==> config.mk <==
export PLATFORM = sky130hd
export DESIGN_NAME = game_flow_ctrl
export DESIGN_NICKNAME = d
export VERILOG_FILES = /design/src/rtl/game_flow_ctrl.sv
export SDC_FILE = /design/constraint.sdc
export NUM_CORES = 1
export LEC_CHECK = 0
export BUFFER_PORTS_ARGS = -buffer_cell sky130_fd_sc_hd__buf_2
export CORE_MARGIN = 1
export CORE_UTILIZATION = 54
export CTS_BUF_LIST = sky130_fd_sc_hd__clkbuf_16
export DETAILED_ROUTE_END_ITERATION = 10
export HOLD_SLACK_MARGIN = 0.1
export PLACE_DENSITY = 0.83
export SYNTH_ARGS = -nofsm -noshare
export SYNTH_HDL_FRONTEND = slang
export SYNTH_SLANG_ARGS = --single-unit
==> constraint.sdc <==
create_clock -name clk -period 2.2 [get_ports clk]
set_input_delay 0.22 -clock clk [delete_from_list [all_inputs] [get_ports clk]]
set_output_delay 0.22 -clock clk [all_outputs]
set_load 0.05 [all_outputs]
==> src/rtl/game_flow_ctrl.sv <==
// rtl/game_flow_ctrl.sv - game state machine: lives, score, hit window, optional hiscore.
// Optional feature macro: GAME_HISCORE_EN (keeps a best-score register across games).
module game_flow_ctrl #(
  parameter int LIVES     = 3,
  parameter int HIT_TICKS = 8,
  parameter int SCORE_W   = 10
) (
  input  logic               clk,
  input  logic               rst,
  input  logic               start,
  input  logic               tick,
  input  logic               crash,
  output logic               det_rst_n,
  output logic               step_en,
  output logic               playing,
  output logic               flash,
  output logic               game_over,
  output logic [2:0]         lives,
  output logic [SCORE_W-1:0] score,
  output logic [SCORE_W-1:0] hiscore
);

  typedef enum logic [1:0] {
    S_IDLE = 2'd0,
    S_PLAY = 2'd1,
    S_HIT  = 2'd2,
    S_OVER = 2'd3
  } state_t;

  state_t             state, state_n;
  logic [2:0]         lives_n;
  logic [SCORE_W-1:0] score_n, score_inc;
  logic [7:0]         hit_cnt, hit_n;
  logic               flash_n;

  assign score_inc = (&score) ? score : score + 1'b1;
  assign step_en   = tick & ((state == S_PLAY) || (state == S_HIT));

  always_comb begin
    state_n = state;
    lives_n = lives;
    score_n = score;
    hit_n   = hit_cnt;
    flash_n = flash;
    case (state)
      S_IDLE, S_OVER: begin
        if (start) begin
          state_n = S_PLAY;
          lives_n = 3'(LIVES);
          score_n = '0;
          hit_n   = '0;
          flash_n = 1'b0;
        end
      end
      S_PLAY: begin
        // crash wins over a coincident tick; the score does not advance
        if (crash) begin
          if (lives > 3'd1) begin
            state_n = S_HIT;
            lives_n = lives - 3'd1;
            hit_n   = 8'(HIT_TICKS);
          end else begin
            state_n = S_OVER;
            lives_n = 3'd0;
          end
        end else if (tick) begin
          score_n = score_inc;
        end
      end
      S_HIT: begin
        if (tick) begin
          score_n = score_inc;
          if (hit_cnt <= 8'd1) begin
            state_n = S_PLAY;
            hit_n   = '0;
            flash_n = 1'b0;
          end else begin
            hit_n   = hit_cnt - 8'd1;
            flash_n = ~flash;
          end
        end
      end
      default: begin
        state_n = S_IDLE;
        lives_n = 3'd0;
        score_n = '0;
        hit_n   = '0;
        flash_n = 1'b0;
      end
    endcase
  end

  always_ff @(posedge clk) begin
    if (rst) begin
      state     <= S_IDLE;
      lives     <= 3'd0;
      score     <= '0;
      hit_cnt   <= '0;
      flash     <= 1'b0;
      playing   <= 1'b0;
      game_over <= 1'b0;
      det_rst_n <= 1'b0;
    end else begin
      state     <= state_n;
      lives     <= lives_n;
      score     <= score_n;
      hit_cnt   <= hit_n;
      flash     <= flash_n;
      playing   <= (state_n == S_PLAY) || (state_n == S_HIT);
      game_over <= (state_n == S_OVER);
      det_rst_n <= (state_n == S_PLAY);
    end
  end

`ifdef GAME_HISCORE_EN
  logic [SCORE_W-1:0] hiscore_q;

  // score is frozen on the entering crash, so the current value is final
  always_ff @(posedge clk) begin
    if (rst) begin
      hiscore_q <= '0;
    end else if ((state != S_OVER) && (state_n == S_OVER) && (score > hiscore_q)) begin
      hiscore_q <= score;
    end
  end

  assign hiscore = hiscore_q;
`else
  assign hiscore = '0;
`endif

endmodule

* After elaboration in Yosys (flattened, before gate mapping)
Index checks and enable logic that the tools add are counted.
Widths: inputs -> output; s select.
** Storage, ports and cells
- Bits in registers :: 27
- Input port bits :: 5
- Output and inout bits :: 28
- Logic and storage cells :: 62
** Cells by class
- Mux-type cells :: 25
- $lt $le $gt $ge :: 2
- Bitwise operators :: 2
- $add $sub $neg :: 3
- Reduce and logical (&&, ||, !) cells :: 11
- Equal/unequal tests :: 11
** Operators by type and width (number)
- $mux 10 :: 4
- $mux 8 :: 5
- $pmux 10 s3 :: 1
- $pmux 8 s3 :: 1
- $add 10x1->10 const B :: 1
- $reduce_and 10->1 :: 1
- $mux 3 :: 3
- $eq 2x2->1 const B :: 4
- $le 8x1->1 const B :: 1
- $mux 2 :: 4
- $ne 2x2->1 const B :: 4
- $sub 8x1->8 const B :: 1
- $pmux 2 s3 :: 1
- $pmux 3 s2 :: 1
- $reduce_and 3->1 :: 2
- $eq 2x1->1 const B :: 2
- $mux 1 :: 4
- $reduce_and 4->1 :: 1
- $reduce_bool 2->1 :: 2
- $gt 3x1->1 const B :: 1
- $sub 3x1->3 const B :: 1
- $logic_not 2->1 :: 1
- $logic_or 1x1->1 :: 2
- $ne 2x1->1 const B :: 1
- other kinds (5) :: 5

* Depth between registers and ports, before layout
- Depth after elaboration :: 6
- Gate-level depth with buffers :: 9
- Depth with buffers taken out :: 8

* Worst setup path after synthesis
No wires, ideal clock.
- Path kind :: register to register
- Start point :: register lives[1]
- End point :: register playing
- Path buffers :: 0
- Arrival :: 2.217 ns
- Stages on the path, launching flop included :: 9
- Slack :: -0.143 ns
- Library setup time :: 0.126 ns
- Data required time :: 2.074 ns
- Clock period less this slack :: 2.343 ns
- Cells stage by stage :: dfxtp_1 inv_1 ha_1 o21bai_1 and3_1 a2111oi_0 nor2_1 ha_1 nor2_1
** Between the ends
- Cells in the longest elaborated chain, start to end :: 6
- Elaborated cells on any way between the ends :: 7
- Those cells by class :: order compare (1); eq/ne (2); mux (3); reduce/logical (1)
** RTL lines
- start: declaration :: RTL line 18 : output logic [2:0] lives,
- start signal: assignment :: RTL line 105 : lives <= lives_n;
- $gt 3x1->1 * :: RTL line 58 : if (lives > 3'd1) begin
- $mux 1 * :: RTL line 58
- $mux 2 * :: RTL line 57 : if (crash) begin
- $pmux 2 s3 * :: RTL line 45 : case (state)
- via state_n[0] :: RTL line 30 : state_t state, state_n;
- $eq 2x1->1 / $eq 2x2->1 (equally long branches) :: RTL line 109 : playing <= (state_n == S_PLAY) || (state_n == S_HIT);
- $logic_or 1x1->1 * :: RTL line 109
- end signal: assignment :: RTL line 109
- end: declaration :: RTL line 15 : output logic playing,
Mark *: on every way through the listed nets, which the timed path passes. The rest lies on a longest branch.
A chain may end at the register's enable or synchronous reset.

* Worst setup path after layout
- Start point :: register state[1]
- End point :: register hit_cnt[6]
** Between the ends
- Cells in the longest elaborated chain, start to end :: 4
- Elaborated cells on any way between the ends :: 11
- Those cells by class :: eq/ne (7); mux (1); reduce/logical (3)
** RTL lines
- start: declaration :: RTL line 30
- start signal: assignment :: RTL line 104 : state <= state_n;
- $eq 2x2->1 / $logic_not 2->1 (equally long branches) :: RTL line 45
- $reduce_or 2->1 :: RTL line 45
- $ne 2x2->1 (no line)
- $reduce_and 4->1 (no line)
- end signal: assignment :: RTL line 107 : hit_cnt <= hit_n;
- end: declaration :: RTL line 33 : logic [7:0] hit_cnt, hit_n;
Parallel ways exist; a longest one is shown, timed or not.

==> run_summary.xml <==
<?xml version="1.0" encoding="UTF-8"?>
<metrics>
  <group name="critical_path">
    <metric name="slowest_stage" unit="">sky130_fd_sc_hd__or4_2</metric>
    <metric name="arrival" unit="ns">2.30</metric>
    <metric name="critical_path_class" unit="">reg2reg</metric>
    <metric name="worst_setup_path_start_kind" unit="">flip-flop</metric>
    <metric name="critical_path.max_stage_delay" unit="ns">0.55</metric>
    <metric name="path_max_fanout" unit="">10</metric>
    <metric name="r2r_start" unit="">state[1]</metric>
    <metric name="ff2ff_path_depth" unit="">6</metric>
    <metric name="sum_of_buffers_and_inverters_on_the_critical_path" unit="">1</metric>
    <metric name="ff2ff_setup_slack" unit="ns">0.10</metric>
    <metric name="end_kind" unit="">flip-flop</metric>
    <metric name="worst_path_top_cell_family_by_delay" unit="">simple AND/OR/NAND/NOR gates</metric>
    <metric name="path_cells" unit="">inv_1 -&gt; ha_1 -&gt; nor2b_1 -&gt; a2111o_2 -&gt; or4_2 -&gt; a21oi_1</metric>
    <metric name="crit_path_end" unit="">hit_cnt[6]</metric>
    <metric name="wp_depth" unit="">6</metric>
    <metric name="worstSetupStartpoint" unit="">state[1]</metric>
    <metric name="critPathRequiredTime" unit="ns">2.40</metric>
    <metric name="rr_endpoint" unit="">hit_cnt[6]</metric>
  </group>
  <group name="clock_tree">
    <metric name="clock_tree_from_tritoncts" unit="">done</metric>
    <metric name="cts.clk_slew.worst_paths" unit="ns">0.07</metric>
    <metric name="cts_num_sinks" unit="">27</metric>
    <metric name="cts-buffers-inserted" unit="">3</metric>
    <metric name="htree_levels" unit="">1</metric>
    <metric name="clock_insertion_delay_worst_skew" unit="ns">0.26</metric>
    <metric name="max-clock-path-buffers" unit="">2</metric>
    <metric name="clockRootBuffer" unit="">sky130_fd_sc_hd__clkbuf_16</metric>
  </group>
  <group name="routing">
    <metric name="highest-signal-layer" unit="">met4</metric>
    <metric name="routed-wl-met3" unit="um">133</metric>
    <metric name="total_number_of_vias" unit="">1459</metric>
    <metric name="wl_per_cell" unit="um">13.28</metric>
    <metric name="drt_first_pass_iters" unit="">5</metric>
    <metric name="wirelength" unit="um">3334</metric>
    <metric name="met1_length" unit="um">1631</metric>
    <metric name="post-route-drc-count" unit="">0</metric>
    <metric name="drt_iter0_markers" unit="">64</metric>
    <metric name="route.antenna.remaining_nets" unit="">0</metric>
    <metric name="detailroute.wirelength.met2" unit="um">1515</metric>
    <metric name="detail_route.vias_per_cell" unit="">5.813</metric>
  </group>
  <group name="timing">
    <metric name="finalSetupViolCount" unit="">0</metric>
    <metric name="postLayoutSetupSlackWorst" unit="ns">0.1030</metric>
    <metric name="final-max-slew-violation-count" unit="">0</metric>
    <metric name="finClkSkew" unit="ns">0.005049</metric>
    <metric name="post_route_clock_period_utilization" unit="">0.9532</metric>
    <metric name="fin_hold_ws" unit="ns">0.2876</metric>
    <metric name="final-hold-violation-count" unit="">0</metric>
    <metric name="fmax" unit="MHz">476.9</metric>
    <metric name="rsz_0062_raised_after_global_routing" unit="">true</metric>
    <metric name="finalCriticalPeriod" unit="ns">2.097</metric>
    <metric name="setup_total_negative_slack" unit="ns">0</metric>
  </group>
  <group name="global_route">
    <metric name="grt_pass1_wl" unit="um">5430</metric>
    <metric name="grt_start_max_net_pins" unit="">16</metric>
    <metric name="antenna_found_initial" unit="">0</metric>
    <metric name="grt_usage" unit="">0.2160</metric>
    <metric name="grt_pass1_vias" unit="">1252</metric>
    <metric name="grt.overflow.total" unit="">0</metric>
  </group>
  <group name="logic_synthesis">
    <metric name="number_of_synthesized_flops_with_an_enable_pin" unit="">0</metric>
    <metric name="post_synth_instance_area" unit="um2">1593</metric>
    <metric name="yosysWarnings" unit="">0</metric>
    <metric name="synth_sequential_area_ratio" unit="">0.3394</metric>
    <metric name="synthDistinctLibCells" unit="">44</metric>
    <metric name="ys_dominant_reg_cell" unit="">sky130_fd_sc_hd__dfxtp_1</metric>
    <metric name="postSynthRegisterBits" unit="">27</metric>
    <metric name="syn_inst_count" unit="">189</metric>
    <metric name="synth.avg_cell_area" unit="um2">8.427</metric>
    <metric name="postSynth.asyncResetShare" unit="">0</metric>
  </group>
  <group name="pwr">
    <metric name="power_leakage" unit="uW">0.0008037</metric>
    <metric name="total_power" unit="uW">1570</metric>
    <metric name="power_per_cell_area" unit="nW/um2">849.2</metric>
    <metric name="worst_voltage_drop_across_the_vdd_grid" unit="mV">0.7666</metric>
  </group>
  <group name="cells_and_area">
    <metric name="layout-area-overhead-vs-synth" unit="%">16.10</metric>
    <metric name="multi_input_area" unit="um2">944.7</metric>
    <metric name="ff_latch_area" unit="um2">541.8</metric>
    <metric name="num-fill-cells" unit="">232</metric>
    <metric name="antenna_cells" unit="">0</metric>
    <metric name="finalNetCount" unit="">235</metric>
    <metric name="drive_above_1_share" unit="">0.2091</metric>
  </group>
  <group name="floorplan">
    <metric name="io_pins" unit="">33</metric>
    <metric name="fp.dieArea" unit="um2">3171</metric>
    <metric name="rows" unit="">19</metric>
    <metric name="floorplan.initialDensity" unit="">0.5726</metric>
    <metric name="design.core.area" unit="um2">2781</metric>
    <metric name="dieWidth" unit="um">56.31</metric>
    <metric name="die_y" unit="um">56.31</metric>
  </group>
  <group name="hold_path">
    <metric name="hold_path_class" unit="">in2reg</metric>
  </group>
  <group name="placement">
    <metric name="dp_worst_setup_slack" unit="ns">0.06800</metric>
    <metric name="port-buffer-count" unit="">22</metric>
    <metric name="detailed_place_hpwl" unit="um">2368</metric>
    <metric name="globalplace.congestion" unit="">0.8694</metric>
  </group>
  <group name="flow_run">
    <metric name="drv.max_cap_violation_count" unit="">0</metric>
  </group>
  <group name="outcome">
    <metric name="status" unit="">finished clean</metric>
  </group>
</metrics>
where the power goes:
part	total, uW	internal [uW]	switching, uW	leakage [uW]
Combinational	581	216	365	0.000541
Clock	417	244	173	0.0000423
Sequential	572	536	36.6	0.000220
stage by stage:
stage	std cells	cell area, um2	util
after global placement	245	1753	0.6302
after global routing	251	1849	0.6649
after CTS	249	1832	0.6586
final	251	1849	0.6649
after detailed placement	245	1753	0.6302
after floorplan	198	1628	-
area by class of cell:
class | count | share of cell area
Clock buffer | 3 | 0.04060
Clock inverter | 1 | 0.002030
Inverter | 12 | 0.02436
Multi-Input combinational cell | 143 | 0.5108
Sequential cell | 27 | 0.2930
Tap cell | 31 | 0.02097
Timing Repair Buffer | 34 | 0.1083
Yosys cell counts, types with 4 or more instances:
cell type,number,area share
sky130_fd_sc_hd__clkbuf_1,5,0.012
sky130_fd_sc_hd__nor2_1,9,0.021
sky130_fd_sc_hd__nand2b_1,5,0.020
sky130_fd_sc_hd__o31ai_1,5,0.024
sky130_fd_sc_hd__a21oi_1,12,0.038
sky130_fd_sc_hd__dfxtp_1,27,0.34
sky130_fd_sc_hd__nand3_1,6,0.019
sky130_fd_sc_hd__nor4_1,4,0.016
sky130_fd_sc_hd__nand2_1,12,0.028
sky130_fd_sc_hd__inv_1,12,0.028
sky130_fd_sc_hd__o21ai_0,6,0.019
sky130_fd_sc_hd__buf_4,10,0.047
sky130_fd_sc_hd__or4_1,7,0.033
sky130_fd_sc_hd__ha_1,9,0.071
sky130_fd_sc_hd__nor2b_1,8,0.031
sky130_fd_sc_hd__or3_1,5,0.020
cell usage in the layout, fill, tap and decap left out, types with 6 or more instances in the layout:
| cell | instances |
|---|---|
| sky130_fd_sc_hd__dfxtp_1 | 26 |
| sky130_fd_sc_hd__buf_2 | 22 |
| sky130_fd_sc_hd__inv_1 | 13 |
| sky130_fd_sc_hd__nand2_1 | 12 |
| sky130_fd_sc_hd__a21oi_1 | 12 |
| sky130_fd_sc_hd__buf_4 | 12 |
| sky130_fd_sc_hd__conb_1 | 10 |
| sky130_fd_sc_hd__nor2_1 | 9 |
| sky130_fd_sc_hd__ha_1 | 9 |
| sky130_fd_sc_hd__nor2b_1 | 8 |
| sky130_fd_sc_hd__or4_1 | 7 |
| sky130_fd_sc_hd__nand3_1 | 6 |
| sky130_fd_sc_hd__o21ai_0 | 6 |
worst register-to-register path, delay by kind of cell, from the launching register on:
| kind | cells | cell delay, ns |
|---|---|---|
| AOI/OAI and AO/OA | 2 | 0.68 |
| and+or+nand+nor | 2 | 0.73 |
| buffers and inverters | 1 | 0.05 |
| adders and majority gates | 1 | 0.21 |
| DFF | 1 | 0.36 |
worst min-delay path by stage:
stage	from	to	slack (ns)	depth (start not counted)
6_report	rst	playing	0.29	2
5_1_grt	rst	playing	0.32	2
2_1_floorplan	rst	det_rst_n	0.29	1
3_3_place_gp	hit_cnt[5]	hit_cnt[5]	0.47	2
3_5_place_dp	hit_cnt[5]	hit_cnt[5]	0.48	2
4_1_cts	rst	playing	0.29	2
state kept, by name (all words and copies together) (netlist names):
name	count
score	10
hit_cnt	8
lives	3
state	2
det_rst_n	1
flash	1
game_over	1
playing	1
kinds of logic (layout without fill, tap and decap cells):
logic type                 Yosys count  after routing  share of synthesized area
adders and majority gates            9              9                    0.07070
muxes                                3              3                    0.01885
other                                1             10                   0.002354
and+or+nand+nor                     71             71                     0.2561
DFF                                 27             27                     0.3394
AOI/OAI and AO/OA                   49             49                     0.2168
buffers and inverters               28             50                    0.09033
xor gates and xnor gates             1              1                   0.005500
repair_timing:
action | CTS | global route
hold buffers | 0 | 0
gates resized for setup | 0 | 2
buffers inserted | 0 | 2
endpoints found under the setup margin | 0 | 6
per-layer routing:
| layer | GRT usage | vias up |
|---|---|---|
| met4 | 0.09756 | 0 |
| met1 | 0.2880 | 662 |
| met2 | 0.3452 | 43 |
| li1 | - | 747 |
| met3 | 0.03226 | 7 |
| met5 | 0 | - |
Power figures use the tool's default switching activity.
